--- src/rtl/pp_carry_save_seq_pkg.sv ---
// Shared definitions for the sequential carry-save partial-product accumulator.
package pp_carry_save_seq_pkg;

    typedef enum logic [1:0] {
        IDLE  = 2'd0,
        ACCUM = 2'd1,
        DONE  = 2'd2
    } state_t;

    // Operand width is half of the product width.
    function automatic int opWidthOf(input int inputWidth);
        return inputWidth / 2;
    endfunction

endpackage

--- src/rtl/full_adder.sv ---
// Single-bit full adder cell, used as the per-column 3:2 counter.
module full_adder (
    input  logic i_a,
    input  logic i_b,
    input  logic i_cin,
    output logic o_sum,
    output logic o_cout
);

    // Sum is the parity of the three inputs; carry is their majority.
    always_comb begin
        o_sum  = i_a ^ i_b ^ i_cin;
        o_cout = (i_a & i_b) | (i_a & i_cin) | (i_b & i_cin);
    end

endmodule

--- src/rtl/pp_carry_save_seq_csa.sv ---
// One row of 3:2 compression over product columns LEASTSIGNIFCOL..INPUTWIDTH-1.
// The carry row is the per-column majority moved up one column; the carry out
// of the top column is dropped, so that column needs only its parity.
module csa_row #(
    parameter int INPUTWIDTH     = 16,
    parameter int LEASTSIGNIFCOL = 0
) (
    input  logic [INPUTWIDTH-1:LEASTSIGNIFCOL] i_row0,
    input  logic [INPUTWIDTH-1:LEASTSIGNIFCOL] i_row1,
    input  logic [INPUTWIDTH-1:LEASTSIGNIFCOL] i_pp,
    output logic [INPUTWIDTH-1:LEASTSIGNIFCOL] o_sum,
    output logic [INPUTWIDTH-1:LEASTSIGNIFCOL] o_carry
);

    logic [INPUTWIDTH-2:LEASTSIGNIFCOL] w_maj;

    for (genvar j = LEASTSIGNIFCOL; j < INPUTWIDTH - 1; j++) begin : g_col
        full_adder u_fa (
            .i_a   (i_row0[j]),
            .i_b   (i_row1[j]),
            .i_cin (i_pp[j]),
            .o_sum (o_sum[j]),
            .o_cout(w_maj[j])
        );
    end

    assign o_sum[INPUTWIDTH-1] = i_row0[INPUTWIDTH-1] ^ i_row1[INPUTWIDTH-1] ^ i_pp[INPUTWIDTH-1];
    assign o_carry             = {w_maj, 1'b0};

endmodule

--- src/rtl/pp_carry_save_seq.sv ---
// Sequential shift-and-add multiplier that accumulates one partial product per
// cycle into a carry-save pair of rows (row 1 = carry, row 0 = sum).
module pp_carry_save_seq
    import pp_carry_save_seq_pkg::*;
#(
    parameter int INPUTWIDTH     = 16,
    parameter int LEASTSIGNIFCOL = 0
) (
    input  logic                                clk,
    input  logic                                rst_n,
    input  logic                                in_valid,
    output logic                                in_ready,
    input  logic [opWidthOf(INPUTWIDTH)-1:0]    a,
    input  logic [opWidthOf(INPUTWIDTH)-1:0]    b,
    output logic                                out_valid,
    input  logic                                out_ready,
    output logic [INPUTWIDTH-1:LEASTSIGNIFCOL]  pp_accum [1:0]
);

    localparam int OPWIDTH = opWidthOf(INPUTWIDTH);
    localparam int CNTW    = $clog2(OPWIDTH) + 1;
    localparam logic [CNTW-1:0] LASTSTEP = CNTW'(OPWIDTH - 1);

    state_t                          r_state;
    state_t                          w_nextState;
    logic [OPWIDTH-1:0]              r_aReg;
    logic [OPWIDTH-1:0]              r_bReg;
    logic [CNTW-1:0]                 r_stepCnt;
    logic [INPUTWIDTH-1:LEASTSIGNIFCOL] r_row0;
    logic [INPUTWIDTH-1:LEASTSIGNIFCOL] r_row1;
    logic [INPUTWIDTH-1:0]           w_ppFull;
    logic [INPUTWIDTH-1:LEASTSIGNIFCOL] w_sum;
    logic [INPUTWIDTH-1:LEASTSIGNIFCOL] w_carry;

    // Current partial product: a shifted to the step column when that bit of b is set.
    always_comb begin
        w_ppFull = '0;
        for (int i = 0; i < OPWIDTH; i++) begin
            if (r_stepCnt == CNTW'(i) && r_bReg[i]) begin
                w_ppFull = {{(INPUTWIDTH - OPWIDTH){1'b0}}, r_aReg} << i;
            end
        end
    end

    csa_row #(
        .INPUTWIDTH    (INPUTWIDTH),
        .LEASTSIGNIFCOL(LEASTSIGNIFCOL)
    ) u_csa (
        .i_row0 (r_row0),
        .i_row1 (r_row1),
        .i_pp   (w_ppFull[INPUTWIDTH-1:LEASTSIGNIFCOL]),
        .o_sum  (w_sum),
        .o_carry(w_carry)
    );

    // State register; reset aborts any operation in flight.
    always_ff @(posedge clk) begin
        if (!rst_n) begin
            r_state <= IDLE;
        end else begin
            r_state <= w_nextState;
        end
    end

    // Next-state logic: fixed OPWIDTH accumulate steps, then hold until consumed.
    always_comb begin
        w_nextState = r_state;
        case (r_state)
            IDLE:    if (in_valid)              w_nextState = ACCUM;
            ACCUM:   if (r_stepCnt == LASTSTEP) w_nextState = DONE;
            DONE:    if (out_ready)             w_nextState = IDLE;
            default:                            w_nextState = IDLE;
        endcase
    end

    // Datapath: capture operands on accept, fold one partial product per ACCUM cycle.
    always_ff @(posedge clk) begin
        if (!rst_n) begin
            r_aReg    <= '0;
            r_bReg    <= '0;
            r_stepCnt <= '0;
            r_row0    <= '0;
            r_row1    <= '0;
        end else begin
            case (r_state)
                IDLE: begin
                    if (in_valid) begin
                        r_aReg    <= a;
                        r_bReg    <= b;
                        r_stepCnt <= '0;
                        r_row0    <= '0;
                        r_row1    <= '0;
                    end
                end
                ACCUM: begin
                    r_row0 <= w_sum;
                    r_row1 <= w_carry;
                    if (r_stepCnt != LASTSTEP) begin
                        r_stepCnt <= r_stepCnt + 1'b1;
                    end
                end
                default: begin
                end
            endcase
        end
    end

    assign in_ready    = (r_state == IDLE);
    assign out_valid   = (r_state == DONE);
    assign pp_accum[0] = r_row0;
    assign pp_accum[1] = r_row1;

endmodule

--- config.mk ---
export PLATFORM = sky130hd
export DESIGN_NAME = pp_carry_save_seq
export DESIGN_NICKNAME = d
export VERILOG_FILES = /design/src/rtl/pp_carry_save_seq_pkg.sv /design/src/rtl/full_adder.sv /design/src/rtl/pp_carry_save_seq_csa.sv /design/src/rtl/pp_carry_save_seq.sv
export SDC_FILE = /design/constraint.sdc
export NUM_CORES = 1
export LEC_CHECK = 0
export BUFFER_PORTS_ARGS = -buffer_cell sky130_fd_sc_hd__buf_2
export CAP_MARGIN = 25
export CORE_MARGIN = 10
export CORE_UTILIZATION = 57
export CTS_CLUSTER_SIZE = 12
export DETAILED_ROUTE_END_ITERATION = 7
export PLACE_DENSITY = 0.8
export REMOVE_ABC_BUFFERS = 1
export SYNTH_ARGS = -nofsm -noshare
export SYNTH_HDL_FRONTEND = slang
export SYNTH_SLANG_ARGS = --single-unit
--- constraint.sdc ---
create_clock -name clk -period 3.3 [get_ports clk]
set_input_delay 0.495 -clock clk [delete_from_list [all_inputs] [get_ports clk]]
set_output_delay 0.495 -clock clk [all_outputs]
set_load 0.02 [all_outputs]
==> flow_summary_export.csv <==
group,metric,value,unit
global_route,antenna_found_initial,0,
logic_synthesis,synth.most_common_cell,"nand2_1",
sta,min_period_over_period,84.66,%
finish,area_growth,3.984,%
clock_network,root_buffer,"clkbuf_8",
finish,nFillCells,562,
logic_synthesis,synth-main-ff-cell,"dfxtp_1",
clock_network,cts_setup_buffers,0,
sta,fin_ws,0.5062,ns
critical_path,crit_type,"flip-flop to flip-flop",
critical_path,cp_slowest_cell,"fa_1",
critical_path,cp-end-kind,"flip-flop",
power,finalPower,1190,uW
floorplan,start_util,57.98,%
logic_synthesis,synth.area.top_cells,"dfxtp_1 (31%), fa_1 (8.3%), nand2_1 (8.2%)",
logic_synthesis,synthDistinctLibCells,57,
logic_synthesis,yosys.area.top_type,"dfxtp_1",
critical_path,cp.required,3.51,ns
global_route,overflow,0,
route,drc,0,
logic_synthesis,avgSynthCellArea,8.193,sq um
critical_path,critPathMaxStageDelay,0.57,ns
finish,drive_above_1_share,17.30,%
sta,tns,0,ns
run,cap_violations,0,
sta,setup_viol_count_final,0,
logic_synthesis,syn_inst,414,
global_route,grt_usage,15.88,%
floorplan,core_area,0.005851,sq mm
floorplan,rows,28,
power,p_leak,0.001356,uW
logic_synthesis,async_flop_share,0,%
critical_path,critPathLaunchType,"flip-flop",
status,status,"completed",
sta,rsz0062_at_grt,"no",
route,vias,2760,
critical_path,crit_chain,"inv_1, ha_1, nand2_1, a211o_1, a311oi_1, o221ai_1, fa_1, o21ai_0, and2_1",
clock_network,post_cts_hold_buffer_count,0,
sta,slew_headroom,45.89,%
critical_path,cp_max_fo,6,
worst_hold_path,hold_class,"primary input to flip-flop",
sta,hold_ws,0.4246,ns
floorplan,dieArea,0.009436,sq mm
route,routedWlPerCell,15.30,um
clock_network,clkSinkCount,53,
floorplan,chipHeight,97.14,um
logic_synthesis,synth_enable_flop_cells,0,
global_route,grt_max_degree,31,
route,drt_iter0_markers,136,
logic_synthesis,yosysWarnings,0,
sta,worst_pin_slew,0.8117,ns
clock_network,cts_buffers,5,
clock_network,path_clk_slew,0.09,ns
route,drtPass1Iterations,6,
clock_network,clock_latency,0.31,ns
route,finalWirelength,7603,um
sta,period_minus_slack,2.794,ns
placement,dp_slack,0.5585,ns
power,power_density,337.5,mW/mm^2
power,ir_drop,201.1,uV
placement,gp_congestion,0.9973,
clock_network,clockBufferDepth,2,
placement,io_buffers,52,
clock_network,htree_levels,2,
sta,fmax,357.9,MHz
placement,dpl.hpwl,5871,um
sta,hold_viol,0,
clock_network,cts_resized,0,
sta,fin_skew,0.005116,ns
global_route,grt_pass1_wl,13050,um
logic_synthesis,synth-seq-cells,53,
floorplan,fp.dieW,97.14,um
logic_synthesis,syn_area,0.003392,sq mm
finish,nNetsFinal,460,
critical_path,crit_arrival,3.00,ns
floorplan,ios,54,
finish,num_antenna_cells,0,
route,via_per_inst,5.553,
clock_network,cts_tree,"yes",
finish,finish.utilization,60.29,%
logic_synthesis,synthTopCellsByCount,"nand2_1 (74), dfxtp_1 (53), buf_4 (31)",
sta,slew_viol_final,0,
logic_synthesis,netlist.area_leader.share,31.28,%
route,ant_nets,0,
global_route,grt_pass1_vias,2634,
logic_synthesis,yosysSeqAreaShare,31.28,%
flip-flops by register name, indices dropped and copies added (netlist names):
name       flops
r_row0        16
r_row1        15
r_aReg         8
r_bReg         8
r_stepCnt      4
r_state        2
layout by cell type, fill, tap and decap left out, drive strengths merged, types with 3 or more instances in the layout:
| cell type | count |
|---|---|
| clkbuf | 7 |
| inv | 24 |
| o21ai | 30 |
| nor2 | 11 |
| nand3 | 8 |
| nor3 | 6 |
| dfxtp | 53 |
| a221oi | 3 |
| and4b | 3 |
| nor2b | 12 |
| and2 | 24 |
| nor4 | 3 |
| nor4bb | 3 |
| nand2 | 75 |
| ha | 5 |
| o221ai | 3 |
| a22oi | 11 |
| a21oi | 8 |
| fa | 14 |
| nand4b | 4 |
| buf | 58 |
| a21boi | 17 |
| a311oi | 3 |
| a211o | 3 |
critical path: cells and delay by family (launching register included):
family                     cells  cell delay, ns
and+or+nand+nor                2            0.33
DFF                            1            0.36
adders and majority gates      2            0.86
buffers and inverters          1            0.09
AOI/OAI and AO/OA              4            1.06
metrics by stage:
step	cells	cell area [sq um]
2_1_floorplan	356	3037
3_3_place_gp	488	3432
3_5_place_dp	488	3432
4_1_cts	496	3516
5_1_grt	497	3527
6_report	497	3527
report_power, final:
group          leakage (uW)  switching (uW)  internal [uW]
Clock             0.0000385             211            151
Sequential         0.000430            31.7            658
Combinational      0.000888            88.5           50.2
area by class of cell:
class	instances	area (sq um)	share of cell area, %
Inverter	24	90.09	2.554
Sequential cell	53	1061	30.08
Clock buffer	7	76.32	2.164
Timing Repair Buffer	58	309.0	8.762
Tap cell	75	93.84	2.661
Multi-Input combinational cell	279	1889	53.57
Clock inverter	1	7.507	0.2128
cells by family after synthesis:
kind of cell | after synthesis | synth area share (%)
multiplexers | 2 | 0.6271
other | 1 | 0.1106
adder cells (fa/ha/maj) | 19 | 10.11
AND/OR/NAND/NOR | 160 | 25.08
buffers and inverters | 82 | 13.13
XOR/XNOR | 1 | 0.2583
AO/OA/AOI/OAI | 96 | 19.40
flip-flops | 53 | 31.28
per-layer routing:
layer / up-vias / GRT usage, % / wire (um)
li1: 1389 / - / -
met1: 1289 / 20.03 / 3432
met2: 74 / 26.29 / 3688
met3: 8 / 4.196 / 414
met4: 0 / 3.632 / 67
met5: - / 0 / 0
path summary, 6_finish.rpt:
check          startpoint   endpoint  slack [ns]  cells past startpoint
min                  b[3]  r_bReg[3]        0.42                      3
min reg2reg     r_bReg[0]  r_bReg[0]        0.47                      2
max reg2reg  r_stepCnt[0]  r_row0[7]        0.51                      9
max          r_stepCnt[0]  r_row0[7]        0.51                      9
Power figures use the tool's default switching activity.
